**config.mk**
```make
export PLATFORM = sky130hd
export DESIGN_NAME = pbs_turn_ctrl
export DESIGN_NICKNAME = d
export VERILOG_FILES = /design/src/rtl/pbs_pkg.sv /design/src/rtl/pbs_settle_cnt.sv /design/src/rtl/pbs_turn_ctrl.sv
export SDC_FILE = /design/constraint.sdc
export NUM_CORES = 1
export LEC_CHECK = 0
export BUFFER_PORTS_ARGS = -buffer_cell sky130_fd_sc_hd__buf_2
export CAP_MARGIN = 30
export CORE_ASPECT_RATIO = 1.75
export CORE_MARGIN = 2
export CORE_UTILIZATION = 35
export DETAILED_ROUTE_END_ITERATION = 12
export MAX_ROUTING_LAYER = met4
export PLACE_DENSITY = 0.72
export SLEW_MARGIN = 20
export SYNTH_ARGS = -nofsm -noshare
export SYNTH_HDL_FRONTEND = slang
export SYNTH_SLANG_ARGS = --single-unit
```
**constraint.sdc**
```tcl
create_clock -name clk -period 2 [get_ports clk]
set_input_delay 0.5 -clock clk [delete_from_list [all_inputs] [get_ports clk]]
set_output_delay 0.5 -clock clk [all_outputs]
set_load 0.005 [all_outputs]
```
**src/rtl/pbs_pkg.sv**
```systemverilog
// Shared types and constants for the battle turn sequencer (pbs_turn_ctrl)
// and its settle counter.
package pbs_pkg;

    typedef enum logic [3:0] {
        IDLE,
        P_SEL,
        P_HIT,
        P_WAIT,
        P_CHK,
        A_SEL,
        A_HIT,
        A_WAIT,
        A_CHK,
        DONE
    } state_t;

    localparam logic [1:0] W_NONE   = 2'b00;
    localparam logic [1:0] W_PLAYER = 2'b01;
    localparam logic [1:0] W_AI     = 2'b10;
    localparam logic [1:0] W_DRAW   = 2'b11;

    localparam logic ACTR_PLAYER = 1'b0;
    localparam logic ACTR_AI     = 1'b1;
    localparam logic TGT_PLAYER  = 1'b0;
    localparam logic TGT_AI      = 1'b1;

    localparam logic [4:0] HP_FULL = 5'b01111;

    localparam int CNT_W = 4;

endpackage

```
**src/rtl/pbs_settle_cnt.sv**
```systemverilog
// Loadable down-counter that times the datapath settle window after actr
// changes. zero flags the cycle in which the running decrement reaches 0.
module pbs_settle_cnt #(
    parameter int W = 4
) (
    input  logic         clk,
    input  logic         rst,
    input  logic         load,
    input  logic [W-1:0] load_val,
    input  logic         dec,
    output logic         zero
);

    logic [W-1:0] cnt;

    always_ff @(posedge clk) begin
        if (!rst) begin
            cnt <= '0;
        end else if (load) begin
            cnt <= load_val;
        end else if (dec && (cnt != '0)) begin
            cnt <= cnt - W'(1);
        end
    end

    // A count of 1 (or an empty load) means this cycle closes the window.
    assign zero = (cnt <= W'(1));

endmodule

```
**src/rtl/pbs_turn_ctrl.sv**
```systemverilog
// Battle turn sequencer: accepts a player move, then runs player attack,
// faint check, AI attack, faint check. Accuracy gating: PBS_ACCU_CHECK_EN.
module pbs_turn_ctrl
    import pbs_pkg::*;
#(
    parameter int SETTLE    = 2,
    parameter int HP_W      = 5,
    parameter int MAX_TURNS = 31
) (
    input  logic            clk,
    input  logic            rst,
    input  logic            move_valid,
    input  logic [1:0]      move_in,
    output logic            move_ready,
    output logic [1:0]      p_move,
    output logic            actr,
    output logic            target,
    output logic            app_dmg,
    output logic            stop,
    input  logic [HP_W-1:0] p_hp,
    input  logic [HP_W-1:0] AI_hp,
    input  logic [HP_W-1:0] accu,
    input  logic [3:0]      rng_acc,
    output logic [4:0]      turn_cnt,
    output logic            game_over,
    output logic [1:0]      winner,
    output logic            missed,
    output state_t          dbg_state
);

    // Handshake: a move transfers on the rising clk edge where move_valid
    // and move_ready are both 1; move_ready is high only in IDLE.

    state_t     state, state_n;
    logic [1:0] p_move_n;
    logic       actr_n, target_n;
    logic [4:0] turn_cnt_n;
    logic       game_over_n;
    logic [1:0] winner_n;
    logic       cnt_load, cnt_dec, cnt_zero;
    logic       hit;

`ifdef PBS_ACCU_CHECK_EN
    assign hit = (accu >= HP_W'({1'b0, rng_acc}));
`else
    logic unused_acc;
    assign hit        = 1'b1;
    assign unused_acc = ^{accu, rng_acc};
`endif

    pbs_settle_cnt #(.W(CNT_W)) u_settle (
        .clk      (clk),
        .rst      (rst),
        .load     (cnt_load),
        .load_val (CNT_W'(SETTLE)),
        .dec      (cnt_dec),
        .zero     (cnt_zero)
    );

    always_ff @(posedge clk) begin
        if (!rst) begin
            state     <= IDLE;
            p_move    <= 2'b00;
            actr      <= ACTR_PLAYER;
            target    <= TGT_PLAYER;
            turn_cnt  <= 5'd0;
            game_over <= 1'b0;
            winner    <= W_NONE;
        end else begin
            state     <= state_n;
            p_move    <= p_move_n;
            actr      <= actr_n;
            target    <= target_n;
            turn_cnt  <= turn_cnt_n;
            game_over <= game_over_n;
            winner    <= winner_n;
        end
    end

    always_comb begin
        state_n     = state;
        p_move_n    = p_move;
        actr_n      = actr;
        target_n    = target;
        turn_cnt_n  = turn_cnt;
        game_over_n = game_over;
        winner_n    = winner;
        cnt_load    = 1'b0;
        cnt_dec     = 1'b0;
        move_ready  = 1'b0;
        app_dmg     = 1'b0;
        missed      = 1'b0;
        stop        = 1'b0;

        case (state)
            IDLE: begin
                move_ready = 1'b1;
                if (move_valid) begin
                    p_move_n = move_in;
                    actr_n   = ACTR_PLAYER;
                    cnt_load = 1'b1;
                    state_n  = P_SEL;
                end
            end
            P_SEL: begin
                cnt_dec = 1'b1;
                if (cnt_zero) begin
                    target_n = TGT_AI;
                    state_n  = P_HIT;
                end
            end
            P_HIT: begin
                app_dmg = hit;
                missed  = ~hit;
                state_n = P_WAIT;
            end
            P_WAIT: state_n = P_CHK;
            P_CHK: begin
                if (AI_hp == '0) begin
                    winner_n    = W_PLAYER;
                    game_over_n = 1'b1;
                    state_n     = DONE;
                end else begin
                    actr_n   = ACTR_AI;
                    cnt_load = 1'b1;
                    state_n  = A_SEL;
                end
            end
            // stop stays high for the whole window so the AI move is frozen.
            A_SEL: begin
                stop    = 1'b1;
                cnt_dec = 1'b1;
                if (cnt_zero) begin
                    target_n = TGT_PLAYER;
                    state_n  = A_HIT;
                end
            end
            A_HIT: begin
                app_dmg = hit;
                missed  = ~hit;
                state_n = A_WAIT;
            end
            A_WAIT: state_n = A_CHK;
            A_CHK: begin
                if (p_hp == '0) begin
                    winner_n    = W_AI;
                    game_over_n = 1'b1;
                    state_n     = DONE;
                end else begin
                    if (turn_cnt != 5'(MAX_TURNS)) begin
                        turn_cnt_n = turn_cnt + 5'd1;
                    end
                    if (({1'b0, turn_cnt} + 6'd1) == 6'(MAX_TURNS)) begin
                        winner_n    = W_DRAW;
                        game_over_n = 1'b1;
                        state_n     = DONE;
                    end else begin
                        state_n = IDLE;
                    end
                end
            end
            DONE:    state_n = DONE;
            default: state_n = IDLE;
        endcase
    end

    assign dbg_state = state;

endmodule

```
==> results.sh, run 1 <==
export IMPL_synth_edff_count=0
export IMPL_nets=196
export IMPL_status="complete, no violations"
export IMPL_antenna_found_initial=0
export IMPL_hold_path_class="flip-flop to flip-flop"
export IMPL_fin_crit_ns=1.87
export IMPL_insertion_delay_ns=0.26
export IMPL_required_ns=1.50
export IMPL_tritoncts="done"
export IMPL_clockRootBuffer="clkbuf_8"
export IMPL_initial_core_util=0.360
export IMPL_syn_area_per_cell_sq_um=8.46
export IMPL_p_leak_nw=0.682
export IMPL_worstSetupPathType="flip-flop to output port"
export IMPL_finClkSkew_ns=0.00569
export IMPL_nFillCells=337
export IMPL_finalSetupTns_ns=0
export IMPL_endpoint_kind="output port"
export IMPL_grt_remaining_overflow=0
export IMPL_worstHoldStart="p_move[1]"
export IMPL_syn2layout_area_growth_pct=23.2
export IMPL_wl_mm=2.42
export IMPL_slew_viol_final=0
export IMPL_syn_nets=161
export IMPL_wl_per_cell_microns=11.6
export IMPL_synth_compound_area_frac=0.165
export IMPL_setup_viol=0
export IMPL_hold_buffers=0
export IMPL_reg2reg_setup_slack_ns=0.17
export IMPL_htreeDepth=1
export IMPL_synthArstFlopShare=0
export IMPL_holdPathEnd="p_move[1]"
export IMPL_final_cell_mix="buf_2, dfxtp_1, nand2_1, nor2_1, nand3_1"
export IMPL_diodes=0
export IMPL_final_layout_size_suffix_gt1_frac=0.297
export IMPL_cts_sinks=20
export IMPL_drcViolationCount=0
export IMPL_grt_pass1_vias=948
export IMPL_max_freq_ghz=0.535
export IMPL_synthFlopType="dfxtp_1"
export IMPL_port_buffers=33
export IMPL_synth_top_family_by_area="simple AND/OR/NAND/NOR gates"
export IMPL_grt_pass1_wl_mm=3.86
export IMPL_synth_cell_type_count=43
export IMPL_power_density_nw_per_um2=663
export IMPL_die_y_microns=78.7
export IMPL_track_usage=0.141
export IMPL_place_congestion=0.804
export IMPL_firstDrtPassIters=4
export IMPL_grt_max_degree=19
export IMPL_ios=44
export IMPL_synth_simple_gate_area_frac=0.290
export IMPL_synth_cells=132
export IMPL_path_cells="and2b_2 -> and3_1 -> buf_2"
export IMPL_maxCapViolations=0
export IMPL_max_vdd_ir_drop_mv=0.399
export IMPL_r2r_cells=7
export IMPL_rsz0062_at_grt="false"
export IMPL_timing_final_hold_violations=0
export IMPL_numCtsBuffers=3
export IMPL_ant_nets=0
export IMPL_cts_resized=0
export IMPL_syn_cell_area_sq_um=1120
export IMPL_crit_path_start_kind="flip-flop"
export IMPL_dieArea_sq_um=3680
export IMPL_layout_commonest_cell="buf_2"
export IMPL_synth_seq_cells=20
export IMPL_die_w_microns=46.7
export IMPL_synth_fa_ha_area_frac=0.0560
export IMPL_cp_arrival_ns=1.37
export IMPL_synth_warnings=0
export IMPL_crit_fanout=12
export IMPL_finalCritPeriodShare=0.935
export IMPL_post_drt_via_cell_ratio=4.98
export IMPL_max_stage_delay_ns=0.53
export IMPL_synthMuxAreaShare=0.00896
export IMPL_drtIter0Drc=41
export IMPL_cts_setup_buffers=0
export IMPL_clock_path_buffers=2
export IMPL_r2r_start="turn_cnt[1]"
export IMPL_total_power_mw=0.912
export IMPL_rows=27
export IMPL_core_sq_um=3110
export IMPL_hold_path_depth=2
export IMPL_crit_slowest_cell="dfxtp_1"
export IMPL_clk_pin_slew_worst_paths_ns=0.07
export IMPL_reg2reg_to="winner[0]"
export IMPL_vias=1035
export IMPL_synth_xor_area_frac=0.0627
export IMPL_ys_seq_area_frac=0.358
export IMPL_hpwl_mm=1.82
[synthesized netlist by cell type (4+ instances only)]
cell,instances,area [sq um]
nand2_1,14,52.6
nor3_1,5,25.0
ha_1,5,62.6
o211a_1,5,50.1
nor2_1,11,41.3
a21oi_1,4,20.0
dfxtp_1,20,400
xor2_1,5,43.8
inv_1,5,18.8
nand3_1,8,40.0
clkbuf_1,4,15.0
[layout make-up]
| class | count | area, sq um | share of cell area |
|---|---|---|---|
| tap | 43 | 53.8 | 0.0391 |
| sequential | 20 | 400 | 0.291 |
| multi-input combinational | 99 | 659 | 0.479 |
| inverter | 5 | 18.8 | 0.0136 |
| timing repair buffer | 38 | 203 | 0.147 |
| clock buffer | 3 | 41.3 | 0.0300 |
[worst max-delay path by stage]
stage                  from      endpoint  depth (start not counted)
3_5_place_dp       AI_hp[0]  dbg_state[3]                          5
3_3_place_gp       AI_hp[0]  dbg_state[3]                          5
5_1_grt         turn_cnt[1]     winner[0]                          7
2_1_floorplan  dbg_state[3]   turn_cnt[3]                          6
6_report       dbg_state[1]          stop                          3
4_1_cts        dbg_state[1]    move_ready                          3
[per-layer routing]
metal / GRT usage / vias up / wire length, microns
li1: - / 528 / -
met3: 0.0205 / 5 / 99
met2: 0.249 / 37 / 1250
met5: - / - / 0
met4: 0.0500 / 0 / 31
met1: 0.154 / 465 / 1050
[flip-flops by register name, indices dropped and copies added (netlist names)]
register and cells:
turn_cnt 5, dbg_state 4, u_settle.cnt 4, p_move 2, winner 2, actr 1, game_over 1, target 1
[worst max-delay path, delay by kind of cell, from the launching register on]
family / cells / cell delay [ns]
buffers and inverters: 1 / 0.12
and+or+nand+nor: 2 / 0.46
DFF: 1 / 0.53
[cells by family after synthesis]
family          after synthesis
compound gates               23
xor+xnor                      8
fa+ha+maj                     5
buf+inv                      13
flops                        20
mux                           1
other cells                   1
simple gates                 61
[report_power, final]
group	internal, mW	switching [mW]	total, mW	leakage, nW
Clock	0.134	0.124	0.258	0.0216
Combinational	0.0998	0.107	0.207	0.498
Sequential	0.422	0.0253	0.447	0.163
[stage by stage]
step	instance area, sq um	std cells	worst slack, ns	hold WS (ns)	utilization
6_report	1380	208	0.131	0.462	0.443
5_1_grt	1380	208	0.0556	0.503	0.443
4_1_cts	1370	208	0.0388	0.466	0.441
3_5_place_dp	1330	205	0.0783	0.456	0.428
3_3_place_gp	1330	205	0.0473	0.450	0.428
2_1_floorplan	1120	132	0.179	0.460	-
Power figures use the tool's default switching activity.
==> run 2, diff against run 1 <==
CELL_PAD_IN_SITES_DETAIL_PLACEMENT = 1   (was not set)
CELL_PAD_IN_SITES_GLOBAL_PLACEMENT = 1   (was not set)
CORE_MARGIN = not set   (was 2)
CORE_UTILIZATION = 34   (was 35)
PLACE_DENSITY = 0.89   (was 0.72)
==> results.sh, run 2 (same netlist as run 1, synthesis figures left out) <==
export IMPL_grt_max_degree=19
export IMPL_fin_util=0.443
export IMPL_worstHoldStart="p_move[1]"
export IMPL_rsz0062_at_grt="false"
export IMPL_pre_cts_ws_ns=0.0265
export IMPL_drcViolationCount=0
export IMPL_port_buffers=33
export IMPL_power_density_nw_per_um2=665
export IMPL_grt_pass1_wl_mm=4.95
export IMPL_maxCapViolations=0
export IMPL_placed_cell_area_sq_um=1330
export IMPL_cts_sinks=20
export IMPL_crit_start="dbg_state[1]"
export IMPL_total_power_mw=0.925
export IMPL_required_ns=1.50
export IMPL_crit_family="simple AND/OR/NAND/NOR gates"
export IMPL_clk_pin_slew_worst_paths_ns=0.07
export IMPL_diodes=0
export IMPL_hpwl_mm=2.47
export IMPL_wl_per_cell_microns=14.5
export IMPL_wl_mm=3.05
export IMPL_post_drt_via_cell_ratio=5.18
export IMPL_grt_pass1_vias=1119
export IMPL_hold_buffers=0
export IMPL_slew_viol_final=0
export IMPL_final_cell_mix="buf_2, dfxtp_1, nand2_1, nor2_1, nand3_1"
export IMPL_largest_register_ffs=5
export IMPL_timing_final_hold_violations=0
export IMPL_nFillCells=400
export IMPL_nets=198
export IMPL_finalCritPeriodShare=0.969
export IMPL_dieArea_sq_um=3530
export IMPL_firstDrtPassIters=4
export IMPL_hold_path_class="flip-flop to flip-flop"
export IMPL_fin_ws_ns=0.0613
export IMPL_crit_slowest_cell="or2_2"
export IMPL_antenna_found_initial=0
export IMPL_max_vdd_ir_drop_mv=0.385
export IMPL_place_congestion=0.805
export IMPL_layout_commonest_cell="buf_2"
export IMPL_numCtsBuffers=3
export IMPL_syn2layout_area_growth_pct=24.5
export IMPL_dp_cells=205
export IMPL_max_stage_delay_ns=0.36
export IMPL_worst_hold_slack_ns=0.469
export IMPL_p_leak_nw=0.693
export IMPL_cp_arrival_ns=1.44
export IMPL_clockRootBuffer="clkbuf_8"
export IMPL_clock_path_buffers=2
export IMPL_design_area_sq_um=1390
export IMPL_insertion_delay_ns=0.25
export IMPL_final_layout_size_suffix_gt1_frac=0.305
export IMPL_path_cells="buf_4 -> or2_2 -> nor3_2 -> buf_2"
export IMPL_track_usage=0.190
export IMPL_finClkSkew_ns=0.00235
export IMPL_worstSetupPathType="flip-flop to output port"
export IMPL_crit_path_start_kind="flip-flop"
export IMPL_ios=44
export IMPL_grt_remaining_overflow=0
export IMPL_crit_buf_inv=2
export IMPL_finalSetupTns_ns=0
export IMPL_core_sq_um=3140
export IMPL_max_freq_ghz=0.516
export IMPL_rows=27
export IMPL_r2r_start="turn_cnt[1]"
export IMPL_die_y_microns=77.8
export IMPL_tritoncts="done"
export IMPL_crit_fanout=11
export IMPL_initial_core_util=0.356
export IMPL_finalNonFillerCells=210
export IMPL_ant_nets=0
export IMPL_endpoint_kind="output port"
export IMPL_fin_crit_ns=1.94
export IMPL_vias=1088
export IMPL_htreeDepth=1
export IMPL_die_w_microns=45.3
export IMPL_setup_viol=0
export IMPL_top_register="turn_cnt"
export IMPL_drtIter0Drc=15
export IMPL_status="complete, no violations"
## run 2: cell count changes in the layout (fill, tap and decap cells not counted)
cell,change
buf_4,+2
## run 2: where the power goes
group | switching [mW] | internal (mW) | total, mW | leakage (nW)
clock network | 0.126 | 0.134 | 0.260 | 0.0216
logic | 0.123 | 0.104 | 0.227 | 0.509
registers | 0.0165 | 0.422 | 0.438 | 0.163
## run 2: path summary, 6_finish.rpt
| check | slack, ns | end | cells past startpoint |
|---|---|---|---|
| worst max register to register | 0.12 | dbg_state[3] | 7 |
| worst max-delay path | 0.06 | move_ready | 4 |
| worst min register to register | 0.47 | p_move[1] | 2 |
| worst min-delay path | 0.47 | p_move[1] | 2 |
## run 2: worst reg2reg max path, stage by stage, from the launching register on
cell,delay [ns]
dfxtp_1,0.37
ha_1,0.24
and3_1,0.20
ha_1,0.29
nand3_1,0.07
nor2_1,0.16
o21ai_0,0.18
a311oi_1,0.28
## run 2: timing repair
item                                    CTS  global route
pin swaps                                 0             1
setup buffers                             0             2
endpoints found under the setup margin    1             1
resized for setup                         1             0
## run 2: routing by layer
| layer | share of wire | vias to the layer above | global-route usage |
|---|---|---|---|
| li1 | - | 530 | - |
| met1 | 0.36 | 536 | 0.186 |
| met2 | 0.61 | 20 | 0.370 |
| met3 | 0.022 | 2 | 0.0209 |
| met4 | 0.0026 | 0 | 0.0455 |
| met5 | 0 | - | - |
## run 2: final cells by class
class / count / area [sq um] / area share
multi-input combinational: 99 / 659 / 0.474
sequential: 20 / 400 / 0.288
timing repair buffer: 40 / 218 / 0.156
tap: 43 / 53.8 / 0.0387
clock buffer: 3 / 41.3 / 0.0297
inverter: 5 / 18.8 / 0.0135
